$ cat config.mk
export PLATFORM = sky130hd
export DESIGN_NAME = present_decrypt_iter_flat
export DESIGN_NICKNAME = d
export VERILOG_FILES = /design/src/rtl/present_decrypt_iter_pkg.sv /design/src/rtl/present_decrypt_iter_if.sv /design/src/rtl/present_decrypt_iter_sbox.sv /design/src/rtl/present_decrypt_iter_sbox_inv.sv /design/src/rtl/present_decrypt_iter.sv /design/src/flat_wrapper.sv
export SDC_FILE = /design/constraint.sdc
export NUM_CORES = 1
export LEC_CHECK = 0
export BUFFER_PORTS_ARGS = -buffer_cell sky130_fd_sc_hd__buf_4
export CORE_MARGIN = 2
export CORE_UTILIZATION = 30
export DETAILED_ROUTE_END_ITERATION = 10
export HOLD_SLACK_MARGIN = 0.08
export SYNTH_ARGS = -nofsm -noshare
export SYNTH_HDL_FRONTEND = slang
export SYNTH_SLANG_ARGS = --single-unit
$ cat constraint.sdc
create_clock -name clk -period 3.2 [get_ports clk]
set_input_delay 0.16 -clock clk [delete_from_list [all_inputs] [get_ports clk]]
set_output_delay 0.16 -clock clk [all_outputs]
set_load 0.005 [all_outputs]
$ cat src/rtl/present_decrypt_iter_pkg.sv
`default_nettype none
// ============================================================================
// Module      : present_decrypt_iter_pkg
// Description : Shared constants for the PRESENT-80 cores: round count,
//               FSM encodings and the forward / inverse S-box tables.
// Revision    : 1.0 - initial release
// ============================================================================
package present_decrypt_iter_pkg;

  localparam int ROUNDS = 31;
  localparam int CNT_W  = 5;
  localparam logic [CNT_W-1:0] LAST_ROUND = 5'(ROUNDS);

  localparam logic [2:0] ST_IDLE    = 3'd0;
  localparam logic [2:0] ST_EXPAND  = 3'd1;
  localparam logic [2:0] ST_WHITEN  = 3'd2;
  localparam logic [2:0] ST_DECRYPT = 3'd3;
  localparam logic [2:0] ST_DONE    = 3'd4;

  // Nibble x of each table holds S(x) / S^-1(x); entry 0 sits in the LSBs.
  localparam logic [63:0] SBOX_FWD = 64'h2174_8FE3_DA09_B65C;
  localparam logic [63:0] SBOX_INV = 64'hA970_364B_D21C_8FE5;

  function automatic logic [3:0] sbox_lookup(input logic [63:0] tbl, input logic [3:0] x);
    return tbl[{x, 2'b00} +: 4];
  endfunction

endpackage
`default_nettype wire

$ cat src/rtl/present_decrypt_iter_if.sv
`default_nettype none
// ============================================================================
// Module      : present_decrypt_iter_if
// Description : Job-in / result-out valid-ready bus of the decryption core.
// Revision    : 1.0 - initial release
// ============================================================================
interface present_decrypt_iter_if;

  logic        in_valid;
  logic        in_ready;
  logic [63:0] in_c;
  logic [79:0] in_k;
  logic        out_valid;
  logic        out_ready;
  logic [63:0] out_p;

  // Producer / consumer side of the core
  modport master (
    output in_valid, in_c, in_k, out_ready,
    input  in_ready, out_valid, out_p
  );

  // The decryption core itself
  modport slave (
    input  in_valid, in_c, in_k, out_ready,
    output in_ready, out_valid, out_p
  );

endinterface
`default_nettype wire

$ cat src/rtl/present_decrypt_iter_sbox.sv
`default_nettype none
// ============================================================================
// Module      : sbox
// Description : PRESENT forward 4-bit S-box, combinational.
// Revision    : 1.0 - initial release
// ============================================================================
module sbox
  import present_decrypt_iter_pkg::*;
(
  input  logic [3:0] i_x,
  output logic [3:0] o_y
);

  assign o_y = sbox_lookup(SBOX_FWD, i_x);

endmodule
`default_nettype wire

$ cat src/rtl/present_decrypt_iter_sbox_inv.sv
`default_nettype none
// ============================================================================
// Module      : sbox_inv
// Description : PRESENT inverse 4-bit S-box, combinational.
// Revision    : 1.0 - initial release
// ============================================================================
module sbox_inv
  import present_decrypt_iter_pkg::*;
(
  input  logic [3:0] i_x,
  output logic [3:0] o_y
);

  assign o_y = sbox_lookup(SBOX_INV, i_x);

endmodule
`default_nettype wire

$ cat src/rtl/present_decrypt_iter.sv
`default_nettype none
// ============================================================================
// Module      : present_decrypt_iter
// Description : Iterative PRESENT-80 decryption. Rolls the user key forward
//               to K32, whitens, then runs 31 inverse rounds one per cycle
//               while stepping the key schedule backwards.
// Revision    : 1.0 - initial release
// ============================================================================
module present_decrypt_iter
  import present_decrypt_iter_pkg::*;
(
  input  logic                  clk,
  input  logic                  rst_n,
  present_decrypt_iter_if.slave bus
);

  logic [2:0]       r_fsm;
  logic [2:0]       w_fsm_nxt;
  logic [63:0]      r_state;
  logic [79:0]      r_key;
  logic [CNT_W-1:0] r_cnt;

  // ---------------- forward key update (EXPAND) ----------------
  logic [79:0] w_key_rot;
  logic [3:0]  w_key_fwd_nib;
  logic [79:0] w_key_fwd;

  assign w_key_rot = {r_key[18:0], r_key[79:19]};

  sbox u_sbox_key (
    .i_x (w_key_rot[79:76]),
    .o_y (w_key_fwd_nib)
  );

  assign w_key_fwd = {w_key_fwd_nib, w_key_rot[75:20], w_key_rot[19:15] ^ r_cnt, w_key_rot[14:0]};

  // ---------------- inverse key update (DECRYPT) ----------------
  // Undo the forward steps in reverse order: counter XOR, S-box, rotation.
  logic [79:0] w_key_xor;
  logic [3:0]  w_key_inv_nib;
  logic [79:0] w_key_sub;
  logic [79:0] w_key_inv;

  assign w_key_xor = {r_key[79:20], r_key[19:15] ^ r_cnt, r_key[14:0]};

  sbox_inv u_sbox_inv_key (
    .i_x (w_key_xor[79:76]),
    .o_y (w_key_inv_nib)
  );

  assign w_key_sub = {w_key_inv_nib, w_key_xor[75:0]};
  assign w_key_inv = {w_key_sub[60:0], w_key_sub[79:61]};

  // ---------------- inverse round datapath ----------------
  logic [63:0] w_perm;
  logic [63:0] w_sub;
  logic [63:0] w_dec;

  for (genvar j = 0; j < 64; j++) begin : g_invp
    assign w_perm[4*(j%16) + j/16] = r_state[j];
  end

  for (genvar n = 0; n < 16; n++) begin : g_sinv
    sbox_inv u_sbox_inv (
      .i_x (w_perm[4*n +: 4]),
      .o_y (w_sub[4*n +: 4])
    );
  end

  assign w_dec = w_sub ^ w_key_inv[79:16];

  // FSM state register
  always_ff @(posedge clk or negedge rst_n) begin
    if (!rst_n) r_fsm <= ST_IDLE;
    else        r_fsm <= w_fsm_nxt;
  end

  // FSM next-state decode
  always_comb begin
    w_fsm_nxt = r_fsm;
    case (r_fsm)
      ST_IDLE:    if (bus.in_valid)             w_fsm_nxt = ST_EXPAND;
      ST_EXPAND:  if (r_cnt == LAST_ROUND)      w_fsm_nxt = ST_WHITEN;
      ST_WHITEN:                                w_fsm_nxt = ST_DECRYPT;
      ST_DECRYPT: if (r_cnt == 5'd1)            w_fsm_nxt = ST_DONE;
      ST_DONE:    if (bus.out_ready)            w_fsm_nxt = ST_IDLE;
      default:                                  w_fsm_nxt = ST_IDLE;
    endcase
  end

  // FSM outputs; in_ready is also held low while reset is asserted
  always_comb begin
    bus.in_ready  = (r_fsm == ST_IDLE) && rst_n;
    bus.out_valid = (r_fsm == ST_DONE);
  end

  assign bus.out_p = r_state;

  // Datapath registers: load, key expansion, whitening, inverse rounds
  always_ff @(posedge clk or negedge rst_n) begin
    if (!rst_n) begin
      r_state <= '0;
      r_key   <= '0;
      r_cnt   <= '0;
    end else begin
      case (r_fsm)
        ST_IDLE: begin
          if (bus.in_valid) begin
            r_state <= bus.in_c;
            r_key   <= bus.in_k;
            r_cnt   <= 5'd1;
          end
        end
        ST_EXPAND: begin
          r_key <= w_key_fwd;
          r_cnt <= r_cnt + 5'd1;
        end
        ST_WHITEN: begin
          r_state <= r_state ^ r_key[79:16];
          r_cnt   <= LAST_ROUND;
        end
        ST_DECRYPT: begin
          r_state <= w_dec;
          r_key   <= w_key_inv;
          r_cnt   <= r_cnt - 5'd1;
        end
        default: ;
      endcase
    end
  end

endmodule
`default_nettype wire

$ cat src/flat_wrapper.sv
// flat-port wrapper written by rule: the top's interface ports become plain ports
module present_decrypt_iter_flat import present_decrypt_iter_pkg::*;
  (clk, rst_n, bus_in_valid, bus_in_c, bus_in_k, bus_out_ready, bus_in_ready, bus_out_valid, bus_out_p);
  present_decrypt_iter_if bus_i ();
  input  logic clk;
  input  logic rst_n;
  input wire logic [$bits(bus_i.in_valid)-1:0] bus_in_valid;
  input wire logic [$bits(bus_i.in_c)-1:0] bus_in_c;
  input wire logic [$bits(bus_i.in_k)-1:0] bus_in_k;
  input wire logic [$bits(bus_i.out_ready)-1:0] bus_out_ready;
  output wire logic [$bits(bus_i.in_ready)-1:0] bus_in_ready;
  output wire logic [$bits(bus_i.out_valid)-1:0] bus_out_valid;
  output wire logic [$bits(bus_i.out_p)-1:0] bus_out_p;
  assign bus_i.in_valid = bus_in_valid;
  assign bus_i.in_c = bus_in_c;
  assign bus_i.in_k = bus_in_k;
  assign bus_i.out_ready = bus_out_ready;
  assign bus_in_ready = bus_i.in_ready;
  assign bus_out_valid = bus_i.out_valid;
  assign bus_out_p = bus_i.out_p;
  present_decrypt_iter u_core (.clk(clk), .rst_n(rst_n), .bus(bus_i));
endmodule
== After elaboration in Yosys (flattened, before gate mapping) ==
Cells that the tools add are included.
W data, S select, Z words.
Cells by class
  equality and inequality tests: 10
  reduce and logical (&&, ||, !) cells: 9
  bitwise logic cells: 4
  add/sub/neg operators: 2
  shifts and indexed selects: 18
  multiplexer cells: 11
Operators with widths (count)
  $shiftx A64 B7 Y4 const A: 18
  $pmux W80 S3: 1
  $pmux W64 S3: 1
  $xor A64 B64 Y64: 2
  $mux W80: 1
  $mux W64: 1
  $pmux W5 S4: 1
  $pmux W3 S5: 1
  $mux W3: 4
  $xor A5 B5 Y5: 2
  $eq A3 B2 Y1 const B: 2
  $reduce_and A2 Y1: 3
  $reduce_bool A3 Y1: 2
  $add A5 B1 Y5 const B: 1
  $eq A5 B1 Y1 const B: 1
  $eq A5 B5 Y1 const B: 1
  $mux W5: 1
  $sub A5 B1 Y5 const B: 1
  $ne A2 B1 Y1 const B: 2
  $ne A2 B2 Y1 const B: 2
  $reduce_and A4 Y1: 1
  $reduce_bool A4 Y1: 1
  $eq A3 B1 Y1 const B: 1
  $eq A3 B3 Y1 const B: 1
  other kinds (2): 2
Storage, ports and cells
  output and inout port bits: 66
  logic and storage cells: 58
  register bits: 152

== Logic depth before layout (Yosys ltp) ==
Gate-level depths: netlist (run 1).
  depth after elaboration: 3
  gate-level depth with buffers: 9
  gate-level depth less buffers: 7

== Modules after synthesis ==
A second synthesis (run 1) with hierarchy kept.
Second synthesis, totals
  cell total of the unflattened synthesis: 1745
  area, all modules: 13969.6 um2
Modules (own cells, without submodules)
  present_decrypt_iter: cells each 1251, area each 10104.7 um2, times used 1
  sbox_inv: cells each 28, area each 216.5 um2, times used 17
  sbox: cells each 18, area each 185.2 um2, times used 1

== Worst setup path before layout (run 1) ==
OpenSTA, ideal clock, no wires.
  kind: register to register
  start point: register u_core.r_state[8] (netlist: u_core.bus.out_p[8])
  end point: register u_core.r_state[35] (netlist: u_core.bus.out_p[35])
  stages on the path, launching flop included: 6
  path buffers: 0
  clock period less this slack: 1.939 ns
  library setup time: 0.126 ns
  slack: 1.261 ns
  arrival time: 1.813 ns
  path through: dfrtp_1 > inv_1 > ha_1 > mux4_2 > xnor2_1 > a221o_1
Between the ends
  longest elaborated chain between the ends: 3
RTL lines
  start, declared: RTL line present_decrypt_iter.sv:19  | logic [63:0] r_state;
  start signal, assigned: RTL line present_decrypt_iter.sv:109  | r_state <= bus.in_c;
  start signal, assigned: RTL line present_decrypt_iter.sv:119  | r_state <= r_state ^ r_key[79:16];
  start signal, assigned: RTL line present_decrypt_iter.sv:123  | r_state <= w_dec;
  $shiftx A64 B7 Y4: RTL line present_decrypt_iter_pkg.sv:25  | return tbl[{x, 2'b00} +: 4];
  $xor A64 B64 Y64: RTL line present_decrypt_iter.sv:70  | assign w_dec = w_sub ^ w_key_inv[79:16];
  $pmux W64 S3: RTL line present_decrypt_iter.sv:106  | case (r_fsm)
Every way passes these cells.
A chain may end at the register's enable or synchronous reset.

== Final worst setup path (run 1) ==
  start point: register u_core.r_fsm[1]
  end point: output bus_out_valid
Between the ends
  longest elaborated chain between the ends: 1
RTL lines
  start, declared: RTL line present_decrypt_iter.sv:17  | logic [2:0] r_fsm;
  start signal, assigned: RTL line present_decrypt_iter.sv:75  | else r_fsm <= w_fsm_nxt;
  $eq A3 B3 Y1: RTL line present_decrypt_iter.sv:94  | bus.out_valid = (r_fsm == ST_DONE);
  end, declared: RTL line flat_wrapper.sv:12  | output wire logic [$bits(bus_i.out_valid)-1:0] bus_out_valid;
Every way passes these cells.

==> results of run 1 <==
-- worst max-delay path, cell delays in order, from the launching register on --
cell and delay, ns:
dfrtp_4 0.59, buf_4 0.92, nor2_1 0.08, nand2_1 0.12
inv_1 0.06, buf_4 0.13
-- flip-flops by register name, indices dropped and copies added, names as in the netlist --
name              count
u_core.r_key         80
u_core.bus.out_p     64
u_core.r_fsm          3
u_core.r_cnt          5
-- synth_stat cells (2+ instances only) --
| cell | number |
|---|---|
| inv_2 | 2 |
| o22ai_1 | 2 |
| a21oi_1 | 152 |
| nand2b_1 | 5 |
| mux4_2 | 13 |
| clkbuf_1 | 47 |
| buf_1 | 5 |
| nand3_1 | 2 |
| a211oi_1 | 46 |
| ha_1 | 117 |
| a221o_1 | 6 |
| mux2_2 | 12 |
| nand2_1 | 157 |
| nor2b_1 | 6 |
| o221ai_1 | 53 |
| buf_2 | 60 |
| xnor2_1 | 59 |
| dfrtp_1 | 152 |
| xor2_1 | 91 |
| inv_1 | 59 |
| nor3_1 | 11 |
| nor2_1 | 125 |
| a222oi_1 | 9 |
| nor4b_1 | 2 |
| o32a_1 | 2 |
| a221oi_1 | 2 |
| buf_6 | 9 |
| buf_4 | 4 |
| mux2i_1 | 83 |
| o21ai_0 | 78 |
| a22oi_1 | 63 |
| o21ai_1 | 25 |
| o211ai_1 | 3 |
-- cell families after synthesis --
logic type,after synthesis
multiplexers,109
AO/OA/AOI/OAI,451
buffers and inverters,187
AND/OR/NAND/NOR,317
flip-flops,152
adder cells (fa/ha/maj),117
XOR/XNOR,150
-- path summary, 6_finish.rpt --
check | from | to | slack (ns) | cells past startpoint
setup / recovery | u_core.r_fsm[1] | bus_out_valid | 0.69 | 5
hold / removal | bus_in_c[50] | u_core.bus.out_p[50] | 0.09 | 3
setup reg to reg | u_core.r_fsm[1] | u_core.r_cnt[4] | 0.80 | 5
hold reg to reg | u_core.r_key[2] | u_core.r_key[2] | 0.58 | 2
max in group asynchronous | rst_n | u_core.bus.out_p[40] | 2.14 | 3
min in group asynchronous | rst_n | u_core.r_key[4] | 0.11 | 2
-- per-stage QoR --
| step | util, % | total power [mW] |
|---|---|---|
| finish | 39.28 | 18.35 |
| global route | 39.28 | 19.71 |
| CTS | 39.28 | 18.21 |
| detailed placement | 35.17 | 15.92 |
| global placement | 35.17 | 15.56 |
| floorplan | - | 12.17 |
-- per-layer routing --
layer / share of wire, % / vias to the layer above / track usage [%] / wire [um]
li1: - / 5745 / - / -
met1: 44 / 6059 / 32.04 / 22030
met2: 45 / 596 / 34.64 / 22570
met3: 9.5 / 59 / 4.713 / 4800
met4: 2.2 / 0 / 5.998 / 1111
met5: 0 / - / 0 / 0
-- area by class of cell --
cell class / count / share of cell area, %
timing repair buffer: 355 / 18.23
sequential: 152 / 23.00
clock inverter: 14 / 0.9827
multi-input combinational: 1144 / 49.74
tap: 539 / 4.074
clock buffer: 18 / 2.593
inverter: 61 / 1.383
-- power by group through the flow --
stage | Sequential (mW) | Clock (mW) | Combinational, mW
after floorplan | 4.11 | 0 | 8.06
after global placement | 5.91 | 0 | 9.64
after detailed placement | 5.98 | 0 | 9.94
after CTS | 5.94 | 2.14 | 10.1
after global routing | 6.18 | 2.21 | 11.3
final | 6.06 | 2.13 | 10.2
==> impl_metrics.ini, run 1 <==
[global_routing]
grt_max_degree = 131
grt_pass1_vias = 11870
overflow = 0
antenna_found_initial = 0
grt_pass1_wl_um = 74720
grt_usage_pct = 22.56

[finish]
regArea_um2 = 3807
fillers = 4185
fin_nets = 1996
final-instance-count-excl-fill = 2283
num_antenna_cells = 0
final_common_cell = buf_4
fin_area_um2 = 16550
multi_input_area_um2 = 8233
drive_gt1_share_pct = 17.72
layout_common_cells = 235 x buf_4, 156 x nand2_1, 152 x a21oi_1
syn_to_final_growth_pct = 28.61

[route]
drtAntennaViolNets = 0
firstDrtPassIters = 6
drt_iter0_drc = 1210
drc = 0
vias = 12460
wl_per_cell_um = 22.12
wl_um = 50510
vias_per_cell = 5.457

[floorplanning]
die_h_um = 211.1
coreArea_um2 = 42130
io_pins = 214
dieArea_um2 = 44570
start_util_pct = 30.54
die_x_um = 211.1
row_count = 75

[sta]
tightest_slew_ns = 1.140
finalSetupViolCount = 0
rsz0062_at_grt = false
worst_slack_ns = 0.6894
worst_clock_skew_ns = 0.01680
min_period_over_period_pct = 78.46
slew_viol_final = 0
fin_tns_setup_ns = 0
period_minus_slack_ns = 2.511
clock.fmax_mhz = 398.3
whs_ns = 0.09483
max-slew-margin-rel_pct = 23.97
hold_viol = 0

[clock_network]
cts-root-buf = clkbuf_16
cts_setup_buffers = 0
clock_latency_ns = 0.45
cts_resized = 0
cts_tree = yes
cts_made_buffers = 17
cts.clk_slew.worst_paths_ns = 0.07
cts.htree.levels = 4
cts_hold_buf = 114
clock_sinks = 152
cts.path.max_buffers = 2

[setup_path]
crit_arrival_ns = 2.35
worst_setup_path_end_kind = primary output
path_max_fanout = 70
crit_required_ns = 3.04
timing_worst_setup_path_type = register to primary output
critPathLaunchType = register

[pwr]
ir_worst_vdd_mv = 0.3918
p_int_mw = 9.061
p_seq_share_pct = 33.0
pwr-share-comb_pct = 55.4
p_per_area_nw_per_um2 = 1108
p_sw_share_pct = 50.61
switching_power_mw = 9.285
clkPwrFrac_pct = 11.6
leakagePower_nw = 7.252

[placed_design]
io_buffer_count = 213
gp_congestion = 0.9383
place_area_um2 = 14820
dp_slack_ns = 0.8244
place_inst = 2137
dpl.hpwl_um = 38050

[hold_path]
hold_class = input port to register

[logic_synthesis]
ys_warn_count = 0
ys.flop_type = dfrtp_1
synthArstFlopShare_pct = 100.0
syn_nets = 1748
syn_avg_cell_area_um2 = 8.678
synthSimpleGateAreaFrac_pct = 9.887
synth_xor_area_share_pct = 10.21
synth_top_cell_by_area = dfrtp_1
yosys.area_share.adder_pct = 11.37
synth.cell_area_um2 = 12870
ys_seq_area_share_pct = 29.55
synth_area_leaders = dfrtp_1 30%, ha_1 11%, mux2i_1 6.5%
synth_edf_count = 0
synth-seq-cells = 152
synth_compound_area_share_pct = 22.30
synth_cell_types = 54
synth_top_area_share_pct = 29.55
synth_top_family_by_area = compound AO/OA/AOI/OAI gates
syn_inst = 1483
synthMuxAreaShare_pct = 9.984

[job]
max-cap-violations = 0

[status]
status = finished clean
Power figures use the tool's default switching activity.
==> run 2: changes to the inputs <==
ABC_AREA = 1   (was not set)
clock period = 2.6 ns   (was 3.2 ns; I/O delays follow)
==> run 2 against run 1 <==
Synthesized cell count increased by 45%. Register-to-register slack worse by 0.46 ns. Highest routed layer unchanged. Utilization down 0.91 points. Wire length rose by 20%. Largest power group unchanged. Cell area grew 4.7%. Sequential cell count unchanged.
==> impl_metrics.ini, run 2 <==
[global_routing]
grt_pass1_wl_um = 90710
antenna_found_initial = 1
grt_max_degree = 109
grt_pass1_vias = 14450
overflow = 0
grt_usage_pct = 25.38

[sta]
clock.fmax_mhz = 443.3
max-slew-margin-rel_pct = 58.71
period_minus_slack_ns = 2.256
min_period_over_period_pct = 86.76
slew_viol_final = 0
hold_viol = 0
worst_clock_skew_ns = 0.01512
fin_tns_setup_ns = 0
whs_ns = 0.09091
worst_slack_ns = 0.3442
tightest_slew_ns = 0.6128
finalSetupViolCount = 0
rsz0062_at_grt = false

[status]
status = finished clean

[floorplanning]
row_count = 78
die_h_um = 217.6
die_x_um = 217.6
coreArea_um2 = 45190
io_pins = 214
start_util_pct = 30.30
dieArea_um2 = 47360

[logic_synthesis]
synth_top_area_share_pct = 27.79
synth_common_cells = 601 x nand2_1, 324 x nor2_1, 243 x nand3_1, 221 x inv_1, 152 x dfrtp_1
synth_area_leaders = dfrtp_1 28%, nand2_1 16%, ha_1 11%
ys_warn_count = 0
syn_inst = 2146
synth_top_cell_by_area = dfrtp_1
synth_edf_count = 0
ys_seq_area_share_pct = 27.79
ys.flop_type = dfrtp_1
synth-seq-cells = 152
yosysMostFrequentCell = nand2_1
synth_cell_types = 37
syn_avg_cell_area_um2 = 6.379
syn_nets = 2411
synth.cell_area_um2 = 13690
synthArstFlopShare_pct = 100.0

[setup_path]
path_max_fanout = 42
crit_required_ns = 2.88
critPathSlowestCell = dfrtp_1
crit_arrival_ns = 2.54
max_stage_delay_ns = 0.47
critPathLaunchType = register
path_buf_inv = 3
cp_top_family = simple AND/OR/NAND/NOR gates
worst_setup_path_end_kind = register
cp.depth = 10
crit_chain = nor2_4, nand2_4, inv_2, buf_12, nand2_1, nand2_1, inv_1, o21ai_1, nor2_1, nor2_1
rr_worst_depth = 10
timing_worst_setup_path_type = register to register

[route]
vias_per_cell = 5.155
wl_um = 60780
drtAntennaViolNets = 0
drc = 0
vias = 15500
firstDrtPassIters = 5
wl_per_cell_um = 20.22
drt_iter0_drc = 1676

[clock_network]
cts_hold_buf = 79
clock_sinks = 152
cts_setup_buffers = 0
cts-root-buf = clkbuf_16
cts_tree = yes
cts.path.max_buffers = 2
cts_resized = 0
cts_made_buffers = 17
cts.clk_slew.worst_paths_ns = 0.07
clock_latency_ns = 0.45
cts.htree.levels = 4

[finish]
final-instance-count-excl-fill = 3006
largest_reg_flops = 80
largest-register = u_core.r_key
final_common_cell = nand2_1
drive_gt1_share_pct = 12.55
post-route-util_pct = 38.37
num_antenna_cells = 0
regArea_um2 = 3804
syn_to_final_growth_pct = 26.65
fillers = 4770
layout_common_cells = 600 x nand2_1, 323 x nor2_1, 243 x nand3_1
fin_nets = 2658
multi_input_area_um2 = 8547

[pwr]
leakagePower_nw = 8.758
p_per_area_nw_per_um2 = 1543
ir_worst_vdd_mv = 0.6955

[hold_path]
hold_depth = 5
hold_class = input port to register

[placed_design]
place_inst = 2894
io_buffer_count = 213
dp_slack_ns = 0.3916
dpl.hpwl_um = 46540
gp_congestion = 0.9251

[job]
max-cap-violations = 0
[run 2: power by group]
part | switching [mW] | internal [mW]
Combinational | 11.8 | 6.30
Sequential | 2.50 | 3.69
Clock | 1.23 | 1.26
[run 2: area by class of cell]
cell class,count,share of cell area [%]
Clock buffer,17,2.454
Clock inverter,15,0.7433
Inverter,226,4.893
Multi-Input combinational cell,1664,49.30
Sequential cell,152,21.94
Tap cell,600,4.330
Timing Repair Buffer,332,16.35
[run 2: stage by stage]
step / power [mW] / cell area, um2
detailed placement: 23.89 / 15980
finish: 26.75 / 17340
global placement: 23.65 / 15980
floorplan: 17.06 / 13690
global route: 29.15 / 17340
CTS: 26.53 / 17330
[run 2: cell families (layout without fill, tap and decap cells)]
logic type | after synthesis | count (layout) | share of synthesized area, %
and+or+nand+nor | 1194 | 1194 | 35.69
buffers and inverters | 330 | 590 | 10.05
AOI/OAI and AO/OA | 315 | 315 | 13.34
DFF | 152 | 152 | 27.79
adders and majority gates | 117 | 117 | 10.69
xor gates and xnor gates | 38 | 38 | 2.431
[run 2: worst paths after layout]
kind | startpoint | endpoint | slack, ns
min in group asynchronous | rst_n | u_core.bus.out_p[4] | 0.24
max reg2reg | u_core.r_fsm[0] | u_core.bus.out_p[4] | 0.34
min reg2reg | u_core.r_key[5] | u_core.r_key[5] | 0.56
max in group asynchronous | rst_n | u_core.r_key[19] | 1.55
min | bus_in_c[59] | u_core.bus.out_p[59] | 0.09
max | u_core.r_fsm[0] | u_core.bus.out_p[4] | 0.34
[run 2: routing by layer]
layer	track usage, %	up-vias	part of all wire [%]
li1	-	7384	-
met1	34.88	7281	44
met2	39.18	726	44
met3	4.184	105	7.8
met4	10.87	0	4.1
met5	0	-	0
[run 2: worst min-delay path, cell delays in order]
cell and delay [ns]:
buf_4 0.10, nand3_1 0.07, nand3_1 0.08, nor2_1 0.04, nor2_1 0.08
==> run 3: changes to the inputs <==
==> constraint.sdc (replaced) <==
create_clock -name clk -period 2.6 [get_ports clk]
set_input_delay 0.52 -clock clk [delete_from_list [all_inputs] [get_ports clk]]
set_output_delay 0.52 -clock clk [all_outputs]
set_load 0.005 [all_outputs]
==> run 3 against run 2 <==
Sequential cell count is the same. Via count shrank 2.0%. Wire length shrank 2.0%. Clock skew grew 0.00055 ns. Clock-buffer cell count grew 2. Worst hold slack gained 0.086 ns. Critical path depth is the same. Setup slack lost 0.10 ns. Cell count shrank 2.7%. Die area is the same. Cell area shrank 4.3%. Sequential power is essentially flat. Largest cell class unchanged.
==> impl_metrics.ini, run 3 (synthesis gave the netlist of run 2 again) <==
[clock_network]
cts_setup_buffers = 0
cts_resized = 0
cts_made_buffers = 17
cts_tree = yes
clock_latency_ns = 0.45
cts.clk_slew.worst_paths_ns = 0.07
clock_sinks = 152
cts.htree.levels = 4
cts-root-buf = clkbuf_16
cts_hold_buf = 0
cts.path.max_buffers = 2

[route]
drc = 0
vias = 15190
wl_per_cell_um = 20.37
drtAntennaViolNets = 0
vias_per_cell = 5.194
wl_um = 59580
firstDrtPassIters = 8
drt_iter0_drc = 1438

[sta]
whs_ns = 0.1770
max-slew-margin-rel_pct = 33.61
clock.fmax_mhz = 424.5
finalSetupViolCount = 0
tightest_slew_ns = 0.9959
rsz0062_at_grt = false
hold_viol = 0
fin_tns_setup_ns = 0
period_minus_slack_ns = 2.356
slew_viol_final = 0
min_period_over_period_pct = 90.61
worst_clock_skew_ns = 0.01568

[setup_path]
r2r_start = u_core.bus.out_p[2]
path_max_fanout = 7
endpoint = u_core.bus.out_p[8]
reg2reg_slack_ns = 0.24
crit_required_ns = 2.88
crit_start = u_core.bus.out_p[2]
rr_worst_depth = 10
critPathLaunchType = register
worst_r2r_endpoint = u_core.bus.out_p[8]
crit_arrival_ns = 2.64
worst_setup_path_end_kind = register
timing_worst_setup_path_type = register to register

[placed_design]
gp_congestion = 0.9599
dpl.hpwl_um = 45980
io_buffer_count = 213

[global_routing]
overflow = 0
grt_usage_pct = 25.33
grt_pass1_vias = 14460
grt_max_degree = 153
grt_pass1_wl_um = 90490
antenna_found_initial = 2

[floorplanning]
dieArea_um2 = 47360
coreArea_um2 = 45190
row_count = 78
io_pins = 214
die_x_um = 217.6
die_h_um = 217.6
start_util_pct = 30.30

[finish]
drive_gt1_share_pct = 12.91
largest_reg_flops = 80
fin_nets = 2576
largest-register = u_core.r_key
num_antenna_cells = 0
layout_common_cells = 600 x nand2_1, 323 x nor2_1, 243 x nand3_1
syn_to_final_growth_pct = 21.19
final_common_cell = nand2_1

[pwr]
fin_total_pwr_mw = 26.80
p_per_area_nw_per_um2 = 1616
leakagePower_nw = 8.434
ir_worst_vdd_mv = 0.9363

[hold_path]
hold_class = input port to async pin

[status]
status = finished clean

[job]
max-cap-violations = 0
run 3: changes by cell type in the layout (fill, tap and decap cells not counted):
cell / previous run / this run
buf_4: 240 / 238
bufinv_16: 0 / 3
clkbuf_8: 0 / 2
clkinv_2: 2 / 1
clkinv_4: 0 / 3
clkinvlp_4: 2 / 4
dlygate4sd3_1: 80 / 0
inv_6: 8 / 2
inv_8: 3 / 0
run 3: per-stage QoR:
step                util (%)  std cells  worst slack (ns)  area, um2
detailed placement     35.34       2892            0.2833      15970
global route           36.71       2924           0.07352      16590
finish                 36.71       2924            0.2441      16590
CTS                    36.71       2924            0.2416      16590
global placement       35.34       2892            0.3522      15970
floorplan                  -       2146             1.051      13690
run 3: routing by layer:
layer / vias to the layer above / global-route usage (%) / wire [um]
li1: 7220 / - / -
met1: 7152 / 35.61 / 26040
met2: 702 / 38.11 / 25900
met3: 114 / 3.305 / 4775
met4: 0 / 12.31 / 2855
met5: - / 0 / 0
run 3: report_power, final:
| group | internal, mW | switching [mW] | total (mW) | leakage, nW |
|---|---|---|---|---|
| Clock | 1.57 | 1.17 | 2.74 | 0.292 |
| Sequential | 3.69 | 2.47 | 6.16 | 1.76 |
| Combinational | 6.22 | 11.7 | 17.9 | 6.38 |
| Total | 11.5 | 15.3 | 26.8 | 8.43 |
run 3: worst min path at each step:
| stage | to | from |
|---|---|---|
| after detailed placement | u_core.r_key[73] | u_core.r_key[12] |
| after CTS | u_core.r_fsm[2] | rst_n |
| after floorplan | u_core.bus.out_p[0] | rst_n |
| final | u_core.r_fsm[2] | rst_n |
| after global routing | u_core.r_fsm[0] | rst_n |
| after global placement | u_core.r_key[5] | u_core.r_key[5] |
run 3: final cells by class:
type                    instances  area [um2]
clock inverters                13       168.9
multi-input cells            1664        8547
clock buffers                  19       452.9
flip-flops and latches        152        3804
well taps                     600       750.7
inverters                     226       848.3
fillers                      4846       28600
repair buffers                250        2018
run 3: worst max-delay path: stages, from the launching register on:
cell and delay, ns:
dfrtp_1 0.69, inv_1 0.23, ha_1 0.36, inv_1 0.04
nand2_1 0.10, nand3_1 0.08, nand2_1 0.12, nand2_1 0.07
nand2_1 0.06, nor2_1 0.04, nor2_1 0.39
